File: config.mk
export PLATFORM = sky130hd
export DESIGN_NAME = divc_seq_ctrl_flat
export DESIGN_NICKNAME = d
export VERILOG_FILES = /design/src/rtl/divc_pkg.sv /design/src/rtl/divc_seq_ctrl_if.sv /design/src/rtl/divc_step.sv /design/src/rtl/divc_seq_ctrl.sv /design/src/flat_wrapper.sv
export SDC_FILE = /design/constraint.sdc
export NUM_CORES = 1
export LEC_CHECK = 0
export BUFFER_PORTS_ARGS = -buffer_cell sky130_fd_sc_hd__buf_2
export CORE_ASPECT_RATIO = 1.75
export CORE_MARGIN = 4
export CORE_UTILIZATION = 57
export DETAILED_ROUTE_END_ITERATION = 7
export PLACE_DENSITY = 0.91
export SLEW_MARGIN = 0
export SYNTH_ARGS = -nofsm -noshare
export SYNTH_HDL_FRONTEND = slang
export SYNTH_SLANG_ARGS = --single-unit
export TNS_END_PERCENT = 100
File: constraint.sdc
create_clock -name clk -period 4.75 [get_ports clk]
set_input_delay 0.95 -clock clk [delete_from_list [all_inputs] [get_ports clk]]
set_output_delay 0.95 -clock clk [all_outputs]
set_load 0.01 [all_outputs]
File: src/rtl/divc_pkg.sv
// ============================================================================
//  Module      : divc_pkg
//  Description : Shared constants and types for the sequential
//                divide-by-constant engine (divc_seq_ctrl).
//                  DIVC_W       dividend / quotient width
//                  DIVC_CHUNK   dividend bits consumed per step
//                  DIVC_DIVISOR constant divisor
//                  DIVC_RW      remainder width (clog2 of divisor)
//                  DIVC_NSTEP   number of steps per division
//                Optional feature macro: DIVC_REM_OUT_EN (see divc_seq_ctrl).
//  Revision    : 1.0 - initial release
// ============================================================================
`default_nettype none
`timescale 1ns/1ps

package divc_pkg;

    localparam int DIVC_W       = 36;
    localparam int DIVC_CHUNK   = 4;
    localparam int DIVC_DIVISOR = 113;
    localparam int DIVC_RW      = 7;
    localparam int DIVC_NSTEP   = DIVC_W / DIVC_CHUNK;

    typedef enum logic [1:0] {
        IDLE = 2'd0,
        RUN  = 2'd1,
        DONE = 2'd2
    } divc_state_t;

    // Width of a counter that must hold values 0 .. n-1 (at least 1 bit).
    function automatic int divc_cnt_w(input int n);
        return (n < 2) ? 1 : $clog2(n);
    endfunction

endpackage

`default_nettype wire

File: src/rtl/divc_seq_ctrl_if.sv
// ============================================================================
//  Module      : divc_seq_ctrl_if
//  Description : Operand / result handshake bundle for divc_seq_ctrl.
//                  in_valid/in_ready/in_dividend     operand channel
//                  out_valid/out_ready/out_quotient  result channel
//                  busy                              engine not idle
//                  out_remainder                     final remainder, only
//                                                    when DIVC_REM_OUT_EN is
//                                                    defined
//                master : operand source / result consumer side
//                slave  : the division engine
//  Revision    : 1.0 - initial release
// ============================================================================
`default_nettype none
`timescale 1ns/1ps

interface divc_seq_ctrl_if #(
    parameter int W = divc_pkg::DIVC_W
);

    logic         in_valid;
    logic         in_ready;
    logic [W-1:0] in_dividend;
    logic         out_valid;
    logic         out_ready;
    logic [W-1:0] out_quotient;
    logic         busy;
`ifdef DIVC_REM_OUT_EN
    logic [divc_pkg::DIVC_RW-1:0] out_remainder;
`endif

`ifdef DIVC_REM_OUT_EN
    modport master (
        output in_valid,
        output in_dividend,
        output out_ready,
        input  in_ready,
        input  out_valid,
        input  out_quotient,
        input  busy,
        input  out_remainder
    );

    modport slave (
        input  in_valid,
        input  in_dividend,
        input  out_ready,
        output in_ready,
        output out_valid,
        output out_quotient,
        output busy,
        output out_remainder
    );
`else
    modport master (
        output in_valid,
        output in_dividend,
        output out_ready,
        input  in_ready,
        input  out_valid,
        input  out_quotient,
        input  busy
    );

    modport slave (
        input  in_valid,
        input  in_dividend,
        input  out_ready,
        output in_ready,
        output out_valid,
        output out_quotient,
        output busy
    );
`endif

endinterface

`default_nettype wire

File: src/rtl/divc_step.sv
// ============================================================================
//  Module      : divc_step
//  Description : Combinational long-division step by a constant divisor.
//                Concatenates the running remainder with the next dividend
//                chunk and produces one quotient digit plus the new remainder.
//                  rem    [RW-1:0]     running remainder (< DIVISOR)
//                  chunk  [CHUNK-1:0]  next dividend bits, MSB-first
//                  digit  [CHUNK-1:0]  quotient digit for this step
//                  rem_nx [RW-1:0]     remainder after this step
//  Revision    : 1.0 - initial release
// ============================================================================
`default_nettype none
`timescale 1ns/1ps

module divc_step
    import divc_pkg::*;
#(
    parameter int CHUNK   = DIVC_CHUNK,
    parameter int DIVISOR = DIVC_DIVISOR,
    parameter int RW      = DIVC_RW
) (
    input  wire logic [RW-1:0]    rem,
    input  wire logic [CHUNK-1:0] chunk,
    output logic      [CHUNK-1:0] digit,
    output logic      [RW-1:0]    rem_nx
);

    localparam int            c_tw  = RW + CHUNK;
    localparam logic [c_tw-1:0] c_div = c_tw'(DIVISOR);

    logic [c_tw-1:0] w_t;

    assign w_t = {rem, chunk};

    // rem < DIVISOR, so w_t < DIVISOR * 2**CHUNK: the digit always fits in
    // CHUNK bits and the remainder in RW bits, making both truncations exact.
    assign digit  = CHUNK'(w_t / c_div);
    assign rem_nx = RW'(w_t % c_div);

endmodule

`default_nettype wire

File: src/rtl/divc_seq_ctrl.sv
// ============================================================================
//  Module      : divc_seq_ctrl
//  Description : Sequential divide-by-constant engine. Streams a W-bit
//                unsigned dividend MSB-first, CHUNK bits per cycle, through
//                divc_step and assembles the quotient. One result every
//                W/CHUNK + 2 cycles at best.
//                  clk  : clock, all state on rising edge
//                  rst  : synchronous active-high reset
//                  bus  : divc_seq_ctrl_if.slave (operand in, result out,
//                         busy, optional out_remainder)
//                Configuration macro: DIVC_REM_OUT_EN - drives
//                out_remainder with the final remainder register.
//  Revision    : 1.0 - initial release
// ============================================================================
`default_nettype none
`timescale 1ns/1ps

module divc_seq_ctrl
    import divc_pkg::*;
#(
    parameter int W       = DIVC_W,
    parameter int CHUNK   = DIVC_CHUNK,
    parameter int DIVISOR = DIVC_DIVISOR,
    parameter int RW      = DIVC_RW
) (
    input  wire logic      clk,
    input  wire logic      rst,
    divc_seq_ctrl_if.slave bus
);

    localparam int            c_nstep = W / CHUNK;
    localparam int            c_cw    = divc_cnt_w(c_nstep);
    localparam logic [c_cw-1:0] c_last  = c_cw'(c_nstep - 1);

    divc_state_t       r_state;
    logic              r_in_ready;
    logic              r_out_valid;
    logic              r_busy;
    logic [W-1:0]      r_div;
    logic [W-1:0]      r_quot;
    logic [RW-1:0]     r_rem;
    logic [c_cw-1:0]   r_cnt;

    logic [CHUNK-1:0]  w_digit;
    logic [RW-1:0]     w_rem_nx;

    divc_step #(
        .CHUNK   (CHUNK),
        .DIVISOR (DIVISOR),
        .RW      (RW)
    ) u_step (
        .rem    (r_rem),
        .chunk  (r_div[W-1 -: CHUNK]),
        .digit  (w_digit),
        .rem_nx (w_rem_nx)
    );

    // Handshake outputs are registered alongside the state so they change
    // only on clock edges and never glitch combinationally.
    always_ff @(posedge clk) begin
        if (rst) begin
            r_state     <= IDLE;
            r_in_ready  <= 1'b1;
            r_out_valid <= 1'b0;
            r_busy      <= 1'b0;
            r_div       <= '0;
            r_quot      <= '0;
            r_rem       <= '0;
            r_cnt       <= '0;
        end else begin
            case (r_state)
                IDLE: begin
                    if (bus.in_valid && r_in_ready) begin
                        r_state    <= RUN;
                        r_in_ready <= 1'b0;
                        r_busy     <= 1'b1;
                        r_div      <= bus.in_dividend;
                        r_quot     <= '0;
                        r_rem      <= '0;
                        r_cnt      <= '0;
                    end
                end

                RUN: begin
                    r_rem  <= w_rem_nx;
                    r_quot <= {r_quot[W-CHUNK-1:0], w_digit};
                    r_div  <= r_div << CHUNK;
                    r_cnt  <= r_cnt + 1'b1;
                    if (r_cnt == c_last) begin
                        r_state     <= DONE;
                        r_out_valid <= 1'b1;
                    end
                end

                DONE: begin
                    // Result registers are left untouched here so quotient
                    // and remainder stay stable until the consumer takes them.
                    if (bus.out_ready) begin
                        r_state     <= IDLE;
                        r_out_valid <= 1'b0;
                        r_in_ready  <= 1'b1;
                        r_busy      <= 1'b0;
                    end
                end

                default: begin
                    r_state     <= IDLE;
                    r_in_ready  <= 1'b1;
                    r_out_valid <= 1'b0;
                    r_busy      <= 1'b0;
                end
            endcase
        end
    end

    assign bus.in_ready     = r_in_ready;
    assign bus.out_valid    = r_out_valid;
    assign bus.busy         = r_busy;
    assign bus.out_quotient = r_quot;

`ifdef DIVC_REM_OUT_EN
    assign bus.out_remainder = r_rem;
`endif

endmodule

`default_nettype wire

File: src/flat_wrapper.sv
// flat-port wrapper written by rule: the top's interface ports become plain ports
module divc_seq_ctrl_flat import divc_pkg::*;
#(
    parameter int W       = DIVC_W,
    parameter int CHUNK   = DIVC_CHUNK,
    parameter int DIVISOR = DIVC_DIVISOR,
    parameter int RW      = DIVC_RW
)
  (clk, rst, bus_in_valid, bus_in_dividend, bus_out_ready, bus_in_ready, bus_out_valid, bus_out_quotient, bus_busy);
  divc_seq_ctrl_if #(.W(W)) bus_i ();
  input  wire logic clk;
  input  wire logic rst;
  input wire logic [$bits(bus_i.in_valid)-1:0] bus_in_valid;
  input wire logic [$bits(bus_i.in_dividend)-1:0] bus_in_dividend;
  input wire logic [$bits(bus_i.out_ready)-1:0] bus_out_ready;
  output wire logic [$bits(bus_i.in_ready)-1:0] bus_in_ready;
  output wire logic [$bits(bus_i.out_valid)-1:0] bus_out_valid;
  output wire logic [$bits(bus_i.out_quotient)-1:0] bus_out_quotient;
  output wire logic [$bits(bus_i.busy)-1:0] bus_busy;
  assign bus_i.in_valid = bus_in_valid;
  assign bus_i.in_dividend = bus_in_dividend;
  assign bus_i.out_ready = bus_out_ready;
  assign bus_in_ready = bus_i.in_ready;
  assign bus_out_valid = bus_i.out_valid;
  assign bus_out_quotient = bus_i.out_quotient;
  assign bus_busy = bus_i.busy;
  divc_seq_ctrl #(.W(W), .CHUNK(CHUNK), .DIVISOR(DIVISOR), .RW(RW)) u_core (.clk(clk), .rst(rst), .bus(bus_i));
endmodule
==> out/qor.txt, run 1 <==
outcome: finished clean
max incr delay on CP: 530 ps
HPWL after DPL: 10,200 um
largest net degree at the start of global routing: 83
Top FF cell, synth: dfxtp_1
Post-Syn Nets: 653
top cells by area, synth: dfxtp_1 36%, nor2_1 12%, a22oi_1 6.2%
post-synthesis cell type with the largest combined area: dfxtp_1
top-count cell post-synth: nor2_1
Die ar.: 0.0101 mm2
Syn. warnings: 0
Hold WC Path Type: reg -> reg
worst skew pair latency: 330 ps
H-tree depth: 3
Rows: 44
fmax: 226 MHz
worst slew pin tran: 916 ps
power per cell area: 382 mW/mm2
CP bufs+invs: 3
share of layout cells above drive strength 1: 22.7%
initial antenna violation count: 0
Clock Path Buffers: 2
IO Count: 79
fin util: 68.5%
Fin. Hold Viols: 0
#FFs+latches synth: 88
CTS clk-pin slew, worst paths: 60 ps
total CTS buffers: 9
RSZ-0062 raised after global routing: false
1st-iter DRT viols: 313
Setup Viol. Count Final: 0
internal reg-to-reg setup slack: 330 ps
count of cell types in the netlist: 76
DRC viols: 0
global-route wire length before repair: 22,400 um
Slowest-stage cell, CP: or4_1
top post-synthesis cells by count: 157 x nor2_1, 88 x dfxtp_1, 40 x a22oi_1
Worst EP required: 5030 ps
Syn Inst Count: 607
grt total ovfl: 0
TritonRoute pass-1 iters: 5
crit-path leading delay family: simple AND/OR/NAND/NOR gates
Total Neg Setup Slack: 0 ps
hold_ws: 474 ps
Die H: 130 um
GRT Total Usage: 28.0%
vias in the first global route: 4,620
critical path capture point type: flop
Post-synth EDFFs: 0
Non-Filler Instances: 766
worst-path cell chain: buf_4 > nor3_2 > a31oi_1 > or3_1 > a211o_1 > and2_1 > a21o_1 > inv_1 > ha_2 > inv_1 > or4_1 > o221ai_1 > a2111o_1 > nor3_2 > mux2i_2 > nor3_4 > o31a_1 > mux2i_1 > a22o_1
CTS Sinks: 88
Mean Syn Cell Area: 7.95 um2
fin nets: 715
CTS tree: yes
Placed Cells: 749
Final Max Slew Viols: 0
hold buffer count at CTS: 0
worst-path maximum fanout: 14
WL/cell: 18.4 um
GP Congestion: 0.942
Data arrival, critical path: 4700 ps
Routed Antenna Nets: 0
share of the synthesized area in the top cell type: 36.5%
Seq/Total Area, Yosys: 36.5%
Vias/cell: 6.31
root buffer cell: clkbuf_16
via count: 4,835
Core ar.: 0.00826 mm2
# diodes: 0
maxcap violations: 0
fin crit share: 93.0%
WS Path Type: reg -> reg
Initial Util: 58.5%
worst vdd ir: 0.348 mV
Mapped Area: 0.00483 mm2
routed wire length: 14,100 um
crit path time final: 4420 ps
leakage power: 2.36 nW
critical path startpoint category: flop
area growth from synthesis to layout: 17.1%
Post-synth ARST share: 0%
Die Span X: 77.6 um
filler cell count: 650
Final Skew: 4.03 ps
relative slew slack: 38.3%
I/O Buffers: 78
worst min-delay path: stages, from the launching register on:
cell and delay (ps):
dfxtp_1 320, nand2_1 50, a21oi_1 50
final cells by class:
| type | count | area (um2) | share of cell area, % |
|---|---|---|---|
| tap | 92 | 115 | 2.04 |
| multi-input combinational | 461 | 2830 | 50.0 |
| sequential | 88 | 1770 | 31.2 |
| clock buffer | 11 | 253 | 4.47 |
| inverter | 9 | 33.8 | 0.597 |
| clock inverter | 5 | 103 | 1.81 |
| timing repair buffer | 100 | 556 | 9.83 |
power breakdown:
part           leakage (nW)  internal, mW  total, mW  switching, mW
registers             0.720         0.782      0.825         0.0428
clock network         0.172         0.541      0.818          0.276
logic                  1.47         0.194      0.515          0.322
placed cells by master (no fill, tap or decap), types with 4 or more instances in the layout:
master,synthesis,final
nor2_1,157,156
dfxtp_1,88,85
buf_2,9,78
a22oi_1,40,40
nor4_1,32,32
nand2_1,27,27
buf_4,1,22
a21oi_1,15,15
o21ai_0,14,14
nor3_1,14,14
nand2b_1,10,10
inv_1,9,9
xnor2_1,9,9
clkbuf_16,0,9
nand3_1,8,8
o211ai_1,7,7
and3_1,6,6
a31oi_1,6,6
a211oi_1,6,6
a2111oi_0,5,5
a21o_1,5,5
ha_1,6,5
nor3_2,3,4
o21a_1,4,4
mux2i_1,5,4
nor2b_1,5,4
or2_2,4,4
nand4_1,4,4
stage by stage:
stage	total power [mW]	area [um2]	setup WS [ps]
2_1_floorplan	1.19	4830	556
3_3_place_gp	1.33	5280	311
3_5_place_dp	1.34	5280	213
4_1_cts	2.15	5630	205
5_1_grt	2.25	5650	37.8
6_report	2.16	5650	332
per-layer routing:
layer  GRT usage, %  wire, um  share of wire, %  vias to the layer above
met3           4.56       624               4.4                       60
met2           51.0      7500                53                      177
met4           20.3      1030               7.3                        0
li1               -         -                 -                     2318
met1           28.8      4960                35                     2280
met5              0         0                 0                        -
cells by family (layout without fill, tap and decap cells):
| kind of cell | Yosys count | after routing | synth area share [%] |
|---|---|---|---|
| simple gates | 295 | 296 | 29.8 |
| compound gates | 143 | 143 | 23.6 |
| mux | 7 | 7 | 1.50 |
| fa+ha+maj | 6 | 6 | 1.55 |
| xor+xnor | 9 | 9 | 1.63 |
| flops | 88 | 88 | 36.5 |
| buf+inv | 59 | 125 | 5.36 |
worst paths after layout:
path / depth (start not counted) / start / to
worst max-delay path: 19 / u_core.r_rem[0] / u_core.r_rem[1]
worst min-delay path: 2 / u_core.bus.busy / u_core.bus.busy
worst max register to register: 19 / u_core.r_rem[0] / u_core.r_rem[1]
worst min register to register: 2 / u_core.bus.busy / u_core.bus.busy
repair_timing:
| item | in CTS | in global routing |
|---|---|---|
| endpoints found under the setup margin | 0 | 8 |
| buffers inserted | 0 | 0 |
| resized for setup | 0 | 5 |
state kept, by name (all words and copies together) (netlist names):
signal / count
u_core.r_div: 36
u_core.bus.out_quotient: 36
u_core.bus.out_valid: 1
u_core.bus.in_ready: 1
u_core.r_rem: 7
u_core.r_state: 2
u_core.bus.busy: 1
u_core.r_cnt: 4
Note: power is estimated with default switching activity, not from simulation.
==> run 2: changes to the inputs <==
Settings changed: CORE_UTILIZATION 57 to 60, PLACE_DENSITY 0.91 to 0.95.
Clock period 4.75 ns to 5.45 ns, I/O delays scaled along.
==> out/qor.txt, run 2 (synthesis results as in run 1) <==
# diodes: 0 (unchanged)
via count: 4,800 (-0.72%)
worst-path maximum fanout: 19 (+5)
share of layout cells above drive strength 1: 19.9% (-2.8 points)
internal reg-to-reg setup slack: 460 ps (+130 ps)
maxcap violations: 0 (unchanged)
hold buffer count at CTS: 0 (unchanged)
Data arrival, critical path: 5260 ps (+560 ps)
root buffer cell: clkbuf_16
critical path capture point type: flop
I/O Buffers: 78 (unchanged)
worst-path cell chain: and4b_1 > o31ai_2 > mux2_2 > or2_2 > nand2_1 > a21o_1 > inv_1 > ha_1 > inv_1 > or4_1 > o221ai_1 > a2111o_1 > nor3_2 > mux2i_1 > nor3_4 > o31a_1 > mux2i_1 > a22o_1
largest net degree at the start of global routing: 55 (-34%)
worst slew pin tran: 873 ps (-43.7 ps)
H-tree depth: 3 (unchanged)
1st-iter DRT viols: 350 (+12%)
area growth from synthesis to layout: 13.1%
Total Neg Setup Slack: 0 ps (unchanged)
total CTS buffers: 9 (unchanged)
Reg2Reg Depth: 18 (-1)
Die ar.: 0.00960 mm2 (-4.6%)
Die H: 127 um (-2.4%)
WL/cell: 17.8 um (-3.4%)
Final Skew: 7.77 ps (+3.74 ps)
grt total ovfl: 0 (unchanged)
Worst EP required: 5720 ps (+690 ps)
fmax: 200 MHz (-11%)
Initial Util: 61.1% (+2.6 points)
WS Path Type: reg -> reg
power per cell area: 318 mW/mm2 (-17%)
Post-CTS Resized: 0 (unchanged)
R2R Path End: u_core.r_rem[1]
crit path time final: 4990 ps (+573 ps)
initial antenna violation count: 0 (unchanged)
CTS Sinks: 88 (unchanged)
Routed Antenna Nets: 0 (unchanged)
Final Max Slew Viols: 0 (unchanged)
Placed Cells: 733 (-2.1%)
fin nets: 700 (-2.1%)
Non-Filler Instances: 748 (-2.3%)
outcome: finished clean
HPWL after DPL: 9440 um (-7.2%)
most frequent cells in the layout: 156 x nor2_1, 88 x dfxtp_1, 78 x buf_2, 40 x a22oi_1, 32 x nor4_1
crit-path leading delay family: simple AND/OR/NAND/NOR gates
Hold EP: u_core.bus.busy
r2r startpoint: u_core.r_rem[0]
hold path depth: 2 (unchanged)
TritonRoute pass-1 iters: 6 (+1)
routed wire length: 13,300 um (-5.6%)
vias in the first global route: 4,652 (+0.69%)
Vias/cell: 6.42 (+1.7%)
critical path startpoint category: flop
worst vdd ir: 0.293 mV (-16%)
most common library cell in the layout ignoring fill and taps: nor2_1
global-route wire length before repair: 22,100 um (-1.4%)
leakage power: 2.26 nW (-4.4%)
relative slew slack: 41.2% (+2.9 points)
Finished Cell Area: 0.00546 mm2 (-3.5%)
hold path start: u_core.bus.busy
placed cell areas: 0.00517 mm2 (-2.0%)
GRT Total Usage: 29.1% (+1.1 points)
worst skew pair latency: 330 ps (about the same)
Slowest-stage cell, CP: dfxtp_1
Fin. Hold Viols: 0 (unchanged)
RSZ-0062 raised after global routing: false
Clock Path Buffers: 2 (unchanged)
CTS clk-pin slew, worst paths: 60 ps (about the same)
CTS tree: yes
Die Span X: 75.8 um (-2.3%)
Hold WC Path Type: reg -> reg
max incr delay on CP: 750 ps (+220 ps)
Rows: 43 (-2.3%)
fin crit share: 91.6% (-1.4 points)
# Post-CTS Setup Buffers: 0 (unchanged)
DRC viols: 0 (unchanged)
CP bufs+invs: 2 (-1)
Core ar.: 0.00791 mm2 (-4.2%)
IO Count: 79 (unchanged)
Setup Viol. Count Final: 0 (unchanged)
GP Congestion: 0.969 (+2.8%)
-- run 2: worst max-delay path by stage --
stage,slack [ps],end,cells past startpoint,from
5_1_grt,180,u_core.r_rem[1],18,u_core.r_rem[0]
4_1_cts,530,u_core.r_rem[1],18,u_core.r_rem[0]
6_report,460,u_core.r_rem[1],18,u_core.r_rem[0]
3_3_place_gp,760,u_core.r_rem[1],18,u_core.r_rem[0]
2_1_floorplan,1260,u_core.r_rem[1],20,u_core.r_rem[0]
3_5_place_dp,600,u_core.r_rem[1],18,u_core.r_rem[0]
-- run 2: worst register-to-register path: stages, from the launching register on --
cell      delay (ps)
dfxtp_1          750
and4b_1          310
o31ai_2          320
mux2_2           450
or2_2            350
nand2_1          100
a21o_1           150
inv_1             70
ha_1             270
inv_1            150
or4_1            140
o221ai_1         100
a2111o_1         400
nor3_2           190
mux2i_1          130
nor3_4           410
o31a_1           300
mux2i_1          220
a22o_1           140
-- run 2: cell type report --
type,instances,area [um2]
fill,612,2450
clock inverter,4,45.0
inverter,9,33.8
multi-input combinational,460,2810
tap,90,113
timing repair buffer,86,450
clock buffer,11,243
sequential,88,1760
-- run 2: per-stage QoR --
step	utilization [%]	setup WS (ps)	power, mW	hold slack (ps)
after floorplan	-	1260	1.04	470
after global placement	65.4	763	1.13	457
after detailed placement	65.4	601	1.14	462
after CTS	69.0	530	1.74	472
after global routing	69.0	185	1.81	515
final	69.0	459	1.74	474
-- run 2: power breakdown --
group	total (mW)	switching (mW)	internal, mW
Clock	0.597	0.235	0.363
Combinational	0.409	0.257	0.151
Sequential	0.731	0.0493	0.682
-- run 2: layer usage --
layer / wire length [um] / up-vias / part of all wire [%] / global-route usage (%)
li1: - / 2293 / - / -
met1: 4810 / 2256 / 36 / 33.6
met2: 7190 / 200 / 54 / 49.3
met3: 639 / 51 / 4.8 / 5.08
met4: 680 / 0 / 5.1 / 14.9
met5: 0 / - / 0 / 0
==> run 3: changes to the inputs <==
Settings changed: CORE_ASPECT_RATIO 1.75 to not set.
Clock period 5.45 ns to 6 ns, I/O delays scaled along.
==> out/qor.txt, run 3 (synthesis results as in run 1) <==
Post-CTS Resized: 0 (unchanged)
Reg2Reg Depth: 17 (-1)
initial antenna violation count: 0 (unchanged)
fmax: 186 MHz (-7.3%)
Die Span X: 97.7 um (+29%)
worst slew pin tran: 933 ps (+60.7 ps)
largest net degree at the start of global routing: 55 (unchanged)
Vias/cell: 6.35 (-1.0%)
r2r startpoint: u_core.r_rem[6]
outcome: finished clean
hold path start: u_core.bus.busy
Clock Path Buffers: 2 (unchanged)
hold_ws: 458 ps (-16.1 ps)
GP Congestion: 1.01 (+4.0%)
vias in the first global route: 4,471 (-3.9%)
R2R Path End: u_core.r_rem[1]
hold buffer count at CTS: 0 (unchanged)
Hold EP: u_core.bus.busy
CTS tree: yes
Worst EP required: 6310 ps (+590 ps)
hold path depth: 2 (unchanged)
total CTS buffers: 9 (unchanged)
worst skew pair latency: 360 ps (+30 ps)
pre-CTS WS: 795 ps (+194 ps)
worst-path maximum fanout: 21 (+2)
H-tree depth: 3 (unchanged)
critical path startpoint category: flop
Rows: 32 (-26%)
# diodes: 0 (unchanged)
Final Max Slew Viols: 0 (unchanged)
WS Path Type: reg -> reg
HPWL after DPL: 8810 um (-6.8%)
Data arrival, critical path: 5690 ps (+430 ps)
WL/cell: 16.8 um (-5.6%)
worst vdd ir: 0.213 mV (-27%)
most common library cell in the layout ignoring fill and taps: nor2_1
IO Count: 79 (unchanged)
maxcap violations: 0 (unchanged)
GRT Total Usage: 26.3% (-2.8 points)
Initial Util: 62.2% (+1.1 points)
Die ar.: 0.00955 mm2 (-0.59%)
area growth from synthesis to layout: 11.2%
Final Skew: 5.66 ps (-2.10 ps)
fin nets: 696 (-0.57%)
Setup Viol. Count Final: 0 (unchanged)
most frequent cells in the layout: 156 x nor2_1, 88 x dfxtp_1, 78 x buf_2, 40 x a22oi_1, 32 x nor4_1
fin worst setup slack: 618 ps (+159 ps)
Core ar.: 0.00777 mm2 (-1.8%)
Routed Antenna Nets: 0 (unchanged)
I/O Buffers: 78 (unchanged)
CTS Sinks: 88 (unchanged)
1st-iter DRT viols: 470 (+34%)
root buffer cell: clkbuf_8
TritonRoute pass-1 iters: 6 (unchanged)
# Post-CTS Setup Buffers: 0 (unchanged)
fin crit share: 89.7% (-1.9 points)
Total Neg Setup Slack: 0 ps (unchanged)
Die H: 97.7 um (-23%)
Hold WC Path Type: reg -> reg
DRC viols: 0 (unchanged)
grt total ovfl: 0 (unchanged)
power per cell area: 274 mW/mm2 (-14%)
RSZ-0062 raised after global routing: false
leakage power: 2.20 nW (-2.7%)
routed wire length: 12,700 um (-4.5%)
global-route wire length before repair: 21,300 um (-3.6%)
CTS clk-pin slew, worst paths: 80 ps (+20 ps)
share of layout cells above drive strength 1: 19.4% (-0.52 points)
internal reg-to-reg setup slack: 620 ps (+160 ps)
via count: 4,807 (+0.15%)
relative slew slack: 37.7% (-3.5 points)
crit path time final: 5380 ps (+391 ps)
Fin. Hold Viols: 0 (unchanged)
critical path capture point type: flop
run 3: how the worst max path moves through the flow:
stage                 endpoint  cells after the start       startpoint  slack, ps
6_report       u_core.r_rem[1]                     17  u_core.r_rem[6]        620
5_1_grt        u_core.r_rem[1]                     17  u_core.r_rem[6]        340
4_1_cts        u_core.r_rem[1]                     17  u_core.r_rem[6]        760
3_5_place_dp   u_core.r_rem[1]                     17  u_core.r_rem[6]        790
3_3_place_gp   u_core.r_rem[1]                     17  u_core.r_rem[6]       1130
2_1_floorplan  u_core.r_rem[1]                     20  u_core.r_rem[0]       1810
run 3: final cells by class:
cell class | count | area (um2)
inverter | 9 | 33.8
tap | 102 | 128
fill | 583 | 2400
multi-input combinational | 460 | 2810
clock inverter | 5 | 81.3
timing repair buffer | 82 | 420
sequential | 88 | 1760
clock buffer | 11 | 131
run 3: critical path: stages (launching register included):
cell      delay, ps
dfxtp_1         790
nand3_2         370
a311o_1         480
a211o_1         430
and2_1          340
a21o_1          260
inv_1            80
ha_1            270
inv_1           120
or4_1           560
o221ai_1        130
a2111o_1        180
nor3_2           60
mux2i_1         170
nor3_4          390
o31a_1          290
mux2i_1         240
a22o_1          140
run 3: power breakdown:
part           total [mW]  internal [mW]  switching (mW)
Sequential          0.664          0.618          0.0456
Combinational       0.361          0.134           0.227
Clock               0.446          0.235           0.212
run 3: metrics by stage:
| stage | utilization (%) | instances | instance area, um2 | total power [mW] |
|---|---|---|---|---|
| 6_report | 69.1 | 757 | 5370 | 1.47 |
| 4_1_cts | 69.1 | 757 | 5370 | 1.46 |
| 3_3_place_gp | 66.4 | 741 | 5160 | 1.01 |
| 3_5_place_dp | 66.4 | 741 | 5160 | 1.03 |
| 2_1_floorplan | - | 607 | 4830 | 0.945 |
| 5_1_grt | 69.1 | 757 | 5370 | 1.54 |
run 3: metal layers:
metal	vias to the layer above	GRT usage (%)	wire length, um
li1	2276	-	-
met1	2252	31.4	5100
met2	220	45.4	6280
met3	59	5.10	857
met4	0	12.7	481
met5	-	0	0
